### src/rtl/pim_pkg.sv
// Shared definitions for the PIM MAC scheduler.
//   pim_state_e     : scheduler FSM state encoding
//   TIMEOUT_DEFAULT : default number of cycles allowed in WAIT before abort
package pim_pkg;

    typedef enum logic [1:0] {
        StIdle  = 2'd0,
        StStart = 2'd1,
        StWait  = 2'd2,
        StResp  = 2'd3
    } pim_state_e;

    localparam int unsigned TIMEOUT_DEFAULT = 64;

endpackage

### src/rtl/pim_rr_arbiter.sv
// Combinational round-robin arbiter.
// Searches req upward starting at index ptr+1 (modulo NUM_REQ) and reports the first
// set bit as a one-hot grant plus its binary index. With req all zero, grant and
// index are zero.
//   req   : request vector
//   ptr   : index of the previous winner
//   grant : one-hot winner
//   index : binary index of the winner
module pim_rr_arbiter #(
    parameter int unsigned NUM_REQ = 4,
    localparam int unsigned IDX_W = $clog2(NUM_REQ)
) (
    input  logic [NUM_REQ-1:0] req,
    input  logic [IDX_W-1:0]   ptr,
    output logic [NUM_REQ-1:0] grant,
    output logic [IDX_W-1:0]   index
);

    int unsigned      cand;
    logic [IDX_W-1:0] cand_idx;
    logic             found;

    always_comb begin
        grant    = '0;
        index    = '0;
        found    = 1'b0;
        cand     = 0;
        cand_idx = '0;
        // i runs 1..NUM_REQ so the previous winner is checked last.
        for (int unsigned i = 1; i <= NUM_REQ; i++) begin
            cand     = (32'(ptr) + i) % NUM_REQ;
            cand_idx = IDX_W'(cand);
            if (!found && req[cand_idx]) begin
                found           = 1'b1;
                grant[cand_idx] = 1'b1;
                index           = cand_idx;
            end
        end
    end

endmodule

### src/rtl/pim_mac_scheduler.sv
// Shares one MAC engine among NUM_REQ requesters.
// A round-robin winner is picked in IDLE, the engine is started with a one-cycle
// pulse, the result (or a timeout error) is held as a response until the owner
// accepts it, and completed transactions are counted.
//   clk, rst              : clock, synchronous active-high reset
//   req / grant           : level requests, one-hot owner held from START through RESP
//   rsp_valid / rsp_ready : response handshake
//   rsp_id / rsp_data / rsp_err : owner index, engine result, timeout flag
//   eng_start / eng_busy / eng_done / eng_result : engine interface
//   txn_count             : completed transactions, wrapping
module pim_mac_scheduler
    import pim_pkg::*;
#(
    parameter int unsigned NUM_REQ  = 4,
    parameter int unsigned RESULT_W = 64,
    parameter int unsigned TIMEOUT  = TIMEOUT_DEFAULT,
    localparam int unsigned IDX_W   = $clog2(NUM_REQ)
) (
    input  logic                clk,
    input  logic                rst,
    input  logic [NUM_REQ-1:0]  req,
    output logic [NUM_REQ-1:0]  grant,
    output logic                rsp_valid,
    input  logic                rsp_ready,
    output logic [IDX_W-1:0]    rsp_id,
    output logic [RESULT_W-1:0] rsp_data,
    output logic                rsp_err,
    output logic                eng_start,
    input  logic                eng_busy,
    input  logic                eng_done,
    input  logic [RESULT_W-1:0] eng_result,
    output logic [15:0]         txn_count
);

    localparam int unsigned TMR_W = ($clog2(TIMEOUT) > 0) ? $clog2(TIMEOUT) : 1;
    localparam logic [TMR_W-1:0] TMR_LAST = TMR_W'(TIMEOUT - 1);

    pim_state_e       state_q, state_d;
    logic [IDX_W-1:0] ptr;
    logic [TMR_W-1:0] timer;
    logic [NUM_REQ-1:0] arb_grant;
    logic [IDX_W-1:0]   arb_index;
    logic               win;
    logic               timed_out;

    pim_rr_arbiter #(
        .NUM_REQ (NUM_REQ)
    ) u_arb (
        .req   (req),
        .ptr   (ptr),
        .grant (arb_grant),
        .index (arb_index)
    );

    assign win       = (state_q == StIdle) && (|req) && !eng_busy;
    assign timed_out = (timer == TMR_LAST);

    // State register
    always_ff @(posedge clk) begin
        if (rst) begin
            state_q <= StIdle;
        end else begin
            state_q <= state_d;
        end
    end

    // Next-state logic
    always_comb begin
        state_d = state_q;
        unique case (state_q)
            StIdle:  if (win) state_d = StStart;
            StStart: state_d = StWait;
            StWait:  if (eng_done || timed_out) state_d = StResp;
            StResp:  if (rsp_ready) state_d = StIdle;
            default: state_d = StIdle;
        endcase
    end

    // State-decoded outputs
    always_comb begin
        eng_start = (state_q == StStart);
        rsp_valid = (state_q == StResp);
    end

    // Transaction datapath
    always_ff @(posedge clk) begin
        if (rst) begin
            grant     <= '0;
            rsp_id    <= '0;
            rsp_data  <= '0;
            rsp_err   <= 1'b0;
            txn_count <= '0;
            timer     <= '0;
            ptr       <= IDX_W'(NUM_REQ - 1);
        end else begin
            unique case (state_q)
                StIdle: begin
                    if (win) begin
                        grant  <= arb_grant;
                        rsp_id <= arb_index;
                    end
                end
                StStart: begin
                    ptr   <= rsp_id;
                    timer <= '0;
                end
                StWait: begin
                    // A done arriving on the timeout cycle still delivers its result.
                    if (eng_done) begin
                        rsp_data <= eng_result;
                        rsp_err  <= 1'b0;
                    end else if (timed_out) begin
                        rsp_data <= '0;
                        rsp_err  <= 1'b1;
                    end else begin
                        timer <= timer + 1'b1;
                    end
                end
                StResp: begin
                    if (rsp_ready) begin
                        grant     <= '0;
                        txn_count <= txn_count + 16'd1;
                    end
                end
                default: ;
            endcase
        end
    end

endmodule

### config.mk
export PLATFORM = sky130hd
export DESIGN_NAME = pim_mac_scheduler
export DESIGN_NICKNAME = d
export VERILOG_FILES = /design/src/rtl/pim_pkg.sv /design/src/rtl/pim_rr_arbiter.sv /design/src/rtl/pim_mac_scheduler.sv
export SDC_FILE = /design/constraint.sdc
export NUM_CORES = 1
export LEC_CHECK = 0
export CAP_MARGIN = 30
export CORE_MARGIN = 2
export CORE_UTILIZATION = 47
export CTS_CLUSTER_DIAMETER = 100
export DETAILED_ROUTE_END_ITERATION = 7
export GPL_ROUTABILITY_DRIVEN = 1
export HOLD_SLACK_MARGIN = 0.06
export MAX_ROUTING_LAYER = met4
export PLACE_DENSITY = 0.95
export SKIP_LAST_GASP = 1
export SLEW_MARGIN = 20
export SYNTH_ARGS = -nofsm -noshare
export SYNTH_HDL_FRONTEND = slang
export SYNTH_SLANG_ARGS = --single-unit
### constraint.sdc
create_clock -name clk -period 3.35 [get_ports clk]
set_input_delay 1.005 -clock clk [delete_from_list [all_inputs] [get_ports clk]]
set_output_delay 1.005 -clock clk [all_outputs]
set_load 0.01 [all_outputs]
==> impl_results.md <==
- Number of nets with antenna violations after routing: 0
- Power Total: 3.290 mW
- Layout overhead on the synthesized area: 44.09%
- Delay of the slowest cell on the worst path: 0.67 ns
- Setup TNS: 0 ns
- Most frequent cells in the layout: 160 x clkdlybuf4s50_1, 97 x dfxtp_1, 83 x nand2_1
- Cells on worst reg2reg path: 7
- CTS sink cnt: 97
- Synth cell types: 47
- Crit path DAT: 3.06 ns
- 1st-iter DRT viols: 122
- Pwr dens: 538.2 nW/um^2
- Mapped Nets: 598
- Rel. slew slack: 63.18%
- Max-slew violations: 0
- Worst Hold Depth: 2
- Placer Congestion: 0.8215
- Wire length per cell: 15.53 um
- ANT cells: 0
- FF-to-FF Start: ptr[0]$_SDFFE_PP1P_
- Cells after Synth: 510
- Reg2reg end: grant[2]$_SDFFE_PP0P_
- Yosys reg bits: 97
- Initial antenna violation count: 0
- Ys Warns: 0
- Finished Cell Area: 6113 sq um
- Rows: 34
- Dpl cell area: 5901 sq um
- Crit path max fanout: 12
- Clock Latency Late Sink: 0.36 ns
- Worst IR Drop VDD: 0.2930 mV
- Tcrit/Tclk final: 84.37%
- Layout cells sized above 1: 6.240%
- Avg Cell Area, Syn: 8.319 sq um
- Routed vias: 4,224
- Netlist Area Pre-Place: 4243 sq um
- Leakage power: 2.113 nW
- Unrepaired setup endpoints after global routing: no
- Vias per inst: 5.522
- Final setup viols: 0
- CTS Root Cell: clkbuf_8
- GRT Total Usage: 24.31%
- Final Non-Filler Cells: 765
- Final WL: 11,880 um
- Hold buffers post-CTS: 0
- Fraction of registers with async set/reset: 0%
- Worst Skew: 0.01903 ns
- Peak Freq: 353.8 MHz
- CP Data Required Time: 3.58 ns
- Type of the worst setup path: reg2reg
- Final #Nets: 740
- Post-CTS sizing: 0
- H-tree levels: 3
- Clock buffer depth: 2
- Worst R2R Setup Slack: 0.52 ns
- Slew at the pin closest to its max-slew limit: 0.5522 ns
- Total CTS buffers: 9
- Grt total ovfl: 0
- Clk slew on worst S/H paths: 0.09 ns
- Total die area: 9803 sq um
- Largest net degree at the start of global routing: 66
- Vias in the first global route: 4,149
- First-pass GRT wire length: 19,140 um
- Critical Path, Cell by Cell: inv_1, ha_1, mux2i_1, mux2_2, nand2_1, nor2_1, a221o_2
- Status: completed
- Die Ht: 99.01 um
- WHS Endpoint: rsp_err$_SDFFE_PP0P_
- Register area share after synthesis: 45.77%
- HP Class: reg2reg
- HP Start: rsp_err$_SDFFE_PP0P_
- Initial Util: 48.65%
- Final Hold Viols: 0
- Post-Place Cells: 748
- # port buffers: 161
- CTS tree: built
- Max Cap Viol: 0
- Slowest-stage cell, CP: dfxtp_1
- Drt first pass iters: 7
- IO Pins: 162
- Die Span X: 99.01 um
- Postcts setup bufs: 0
- Top_reg_cell synth: dfxtp_1
- Crit. End Element: flop
- Core Footprint: 8721 sq um
- Post-DP HPWL: 8743 um
- Critical path startpoint category: flop
- # DRC: 0
- Min cycle time layout: 2.827 ns
- Fill cells: 695
- Most common cell after layout, fill and taps aside: clkdlybuf4s50_1
- Number of synthesized flops with an enable pin: 0
==> through the flow <==
step / util [%] / hold slack [ns] / worst slack, ns
2_1_floorplan: - / 0.4660 / 0.9883
3_3_place_gp: 67.66 / 0.4443 / 0.4135
3_5_place_dp: 67.66 / 0.4509 / 0.3388
4_1_cts: 70.04 / 0.4660 / 0.5364
5_1_grt: 70.10 / 0.4921 / 0.3255
6_report: 70.10 / 0.4645 / 0.5234
==> cell type report <==
class                      instances  area, sq um  area share [%]
sequential                        97         1942           31.76
timing repair buffer             168         1669           27.30
inverter                          13        53.80          0.8801
clock inverter                     7        83.83           1.371
tap                              108        135.1           2.210
multi-input combinational        363         2106           34.45
clock buffer                       9        123.9           2.026
==> Yosys cell counts, types with 3 or more instances <==
library cell	number	share of area (%)
a21oi_1	68	8.0
a221o_2	4	1.1
a311oi_1	4	0.83
buf_1	12	1.1
buf_2	5	0.59
clkbuf_1	19	1.7
dfxtp_1	97	46
ha_1	15	4.4
inv_1	12	1.1
mux2i_1	5	1.2
nand2_1	84	7.4
nand3_1	72	8.5
nand4_1	3	0.44
nor2_1	35	3.1
nor2b_1	3	0.44
nor3_1	5	0.59
o2111ai_1	4	0.83
o211a_1	3	0.71
o211ai_1	4	0.71
o21ai_0	4	0.47
or3_1	4	0.59
xnor2_1	10	2.1
xor2_1	6	1.2
==> worst max-delay path by stage <==
stage / slack, ns / depth (start not counted) / start / end
2_1_floorplan: 0.99 / 6 / req[3] / grant[0]$_SDFFE_PP0P_
3_3_place_gp: 0.41 / 6 / req[3] / grant[3]$_SDFFE_PP0P_
3_5_place_dp: 0.34 / 6 / req[3] / grant[2]$_SDFFE_PP0P_
4_1_cts: 0.54 / 7 / ptr[0]$_SDFFE_PP1P_ / rsp_id[0]$_SDFFE_PP0P_
5_1_grt: 0.33 / 7 / ptr[0]$_SDFFE_PP1P_ / rsp_id[0]$_SDFFE_PP0P_
6_report: 0.52 / 7 / ptr[0]$_SDFFE_PP1P_ / grant[2]$_SDFFE_PP0P_
==> critical path, delay by kind of cell, from the launching register on <==
kind	cells	cell delay [ns]
mux	2	0.51
compound gates	1	0.40
fa+ha+maj	1	0.60
simple gates	2	0.21
flops	1	0.67
buf+inv	1	0.33
==> layer usage <==
metal	vias up	track usage, %	share of wire, %
li1	2048	-	-
met2	151	41.74	51
met3	24	4.965	6.0
met4	0	8.535	1.9
met5	-	-	0
met1	2001	28.20	41
==> power by group <==
group | switching, mW | internal, mW
Sequential | 0.0969 | 1.27
Combinational | 0.594 | 0.544
Clock | 0.422 | 0.360
==> logic make-up after synthesis <==
group,share of synthesized area (%)
AO/OA/AOI/OAI,15.10
XOR/XNOR,3.303
adder cells (fa/ha/maj),4.423
buffers and inverters,4.866
flip-flops,45.77
multiplexers,2.772
AND/OR/NAND/NOR,23.77
==> flip-flops by register name (all words and copies together), names as in the netlist <==
| register | cells |
|---|---|
| rsp_data | 64 |
| rsp_err | 1 |
| txn_count | 16 |
| state_q | 2 |
| grant | 4 |
| timer | 6 |
| rsp_id | 2 |
| ptr | 2 |
No activity file was read; power rests on OpenSTA's default activity.
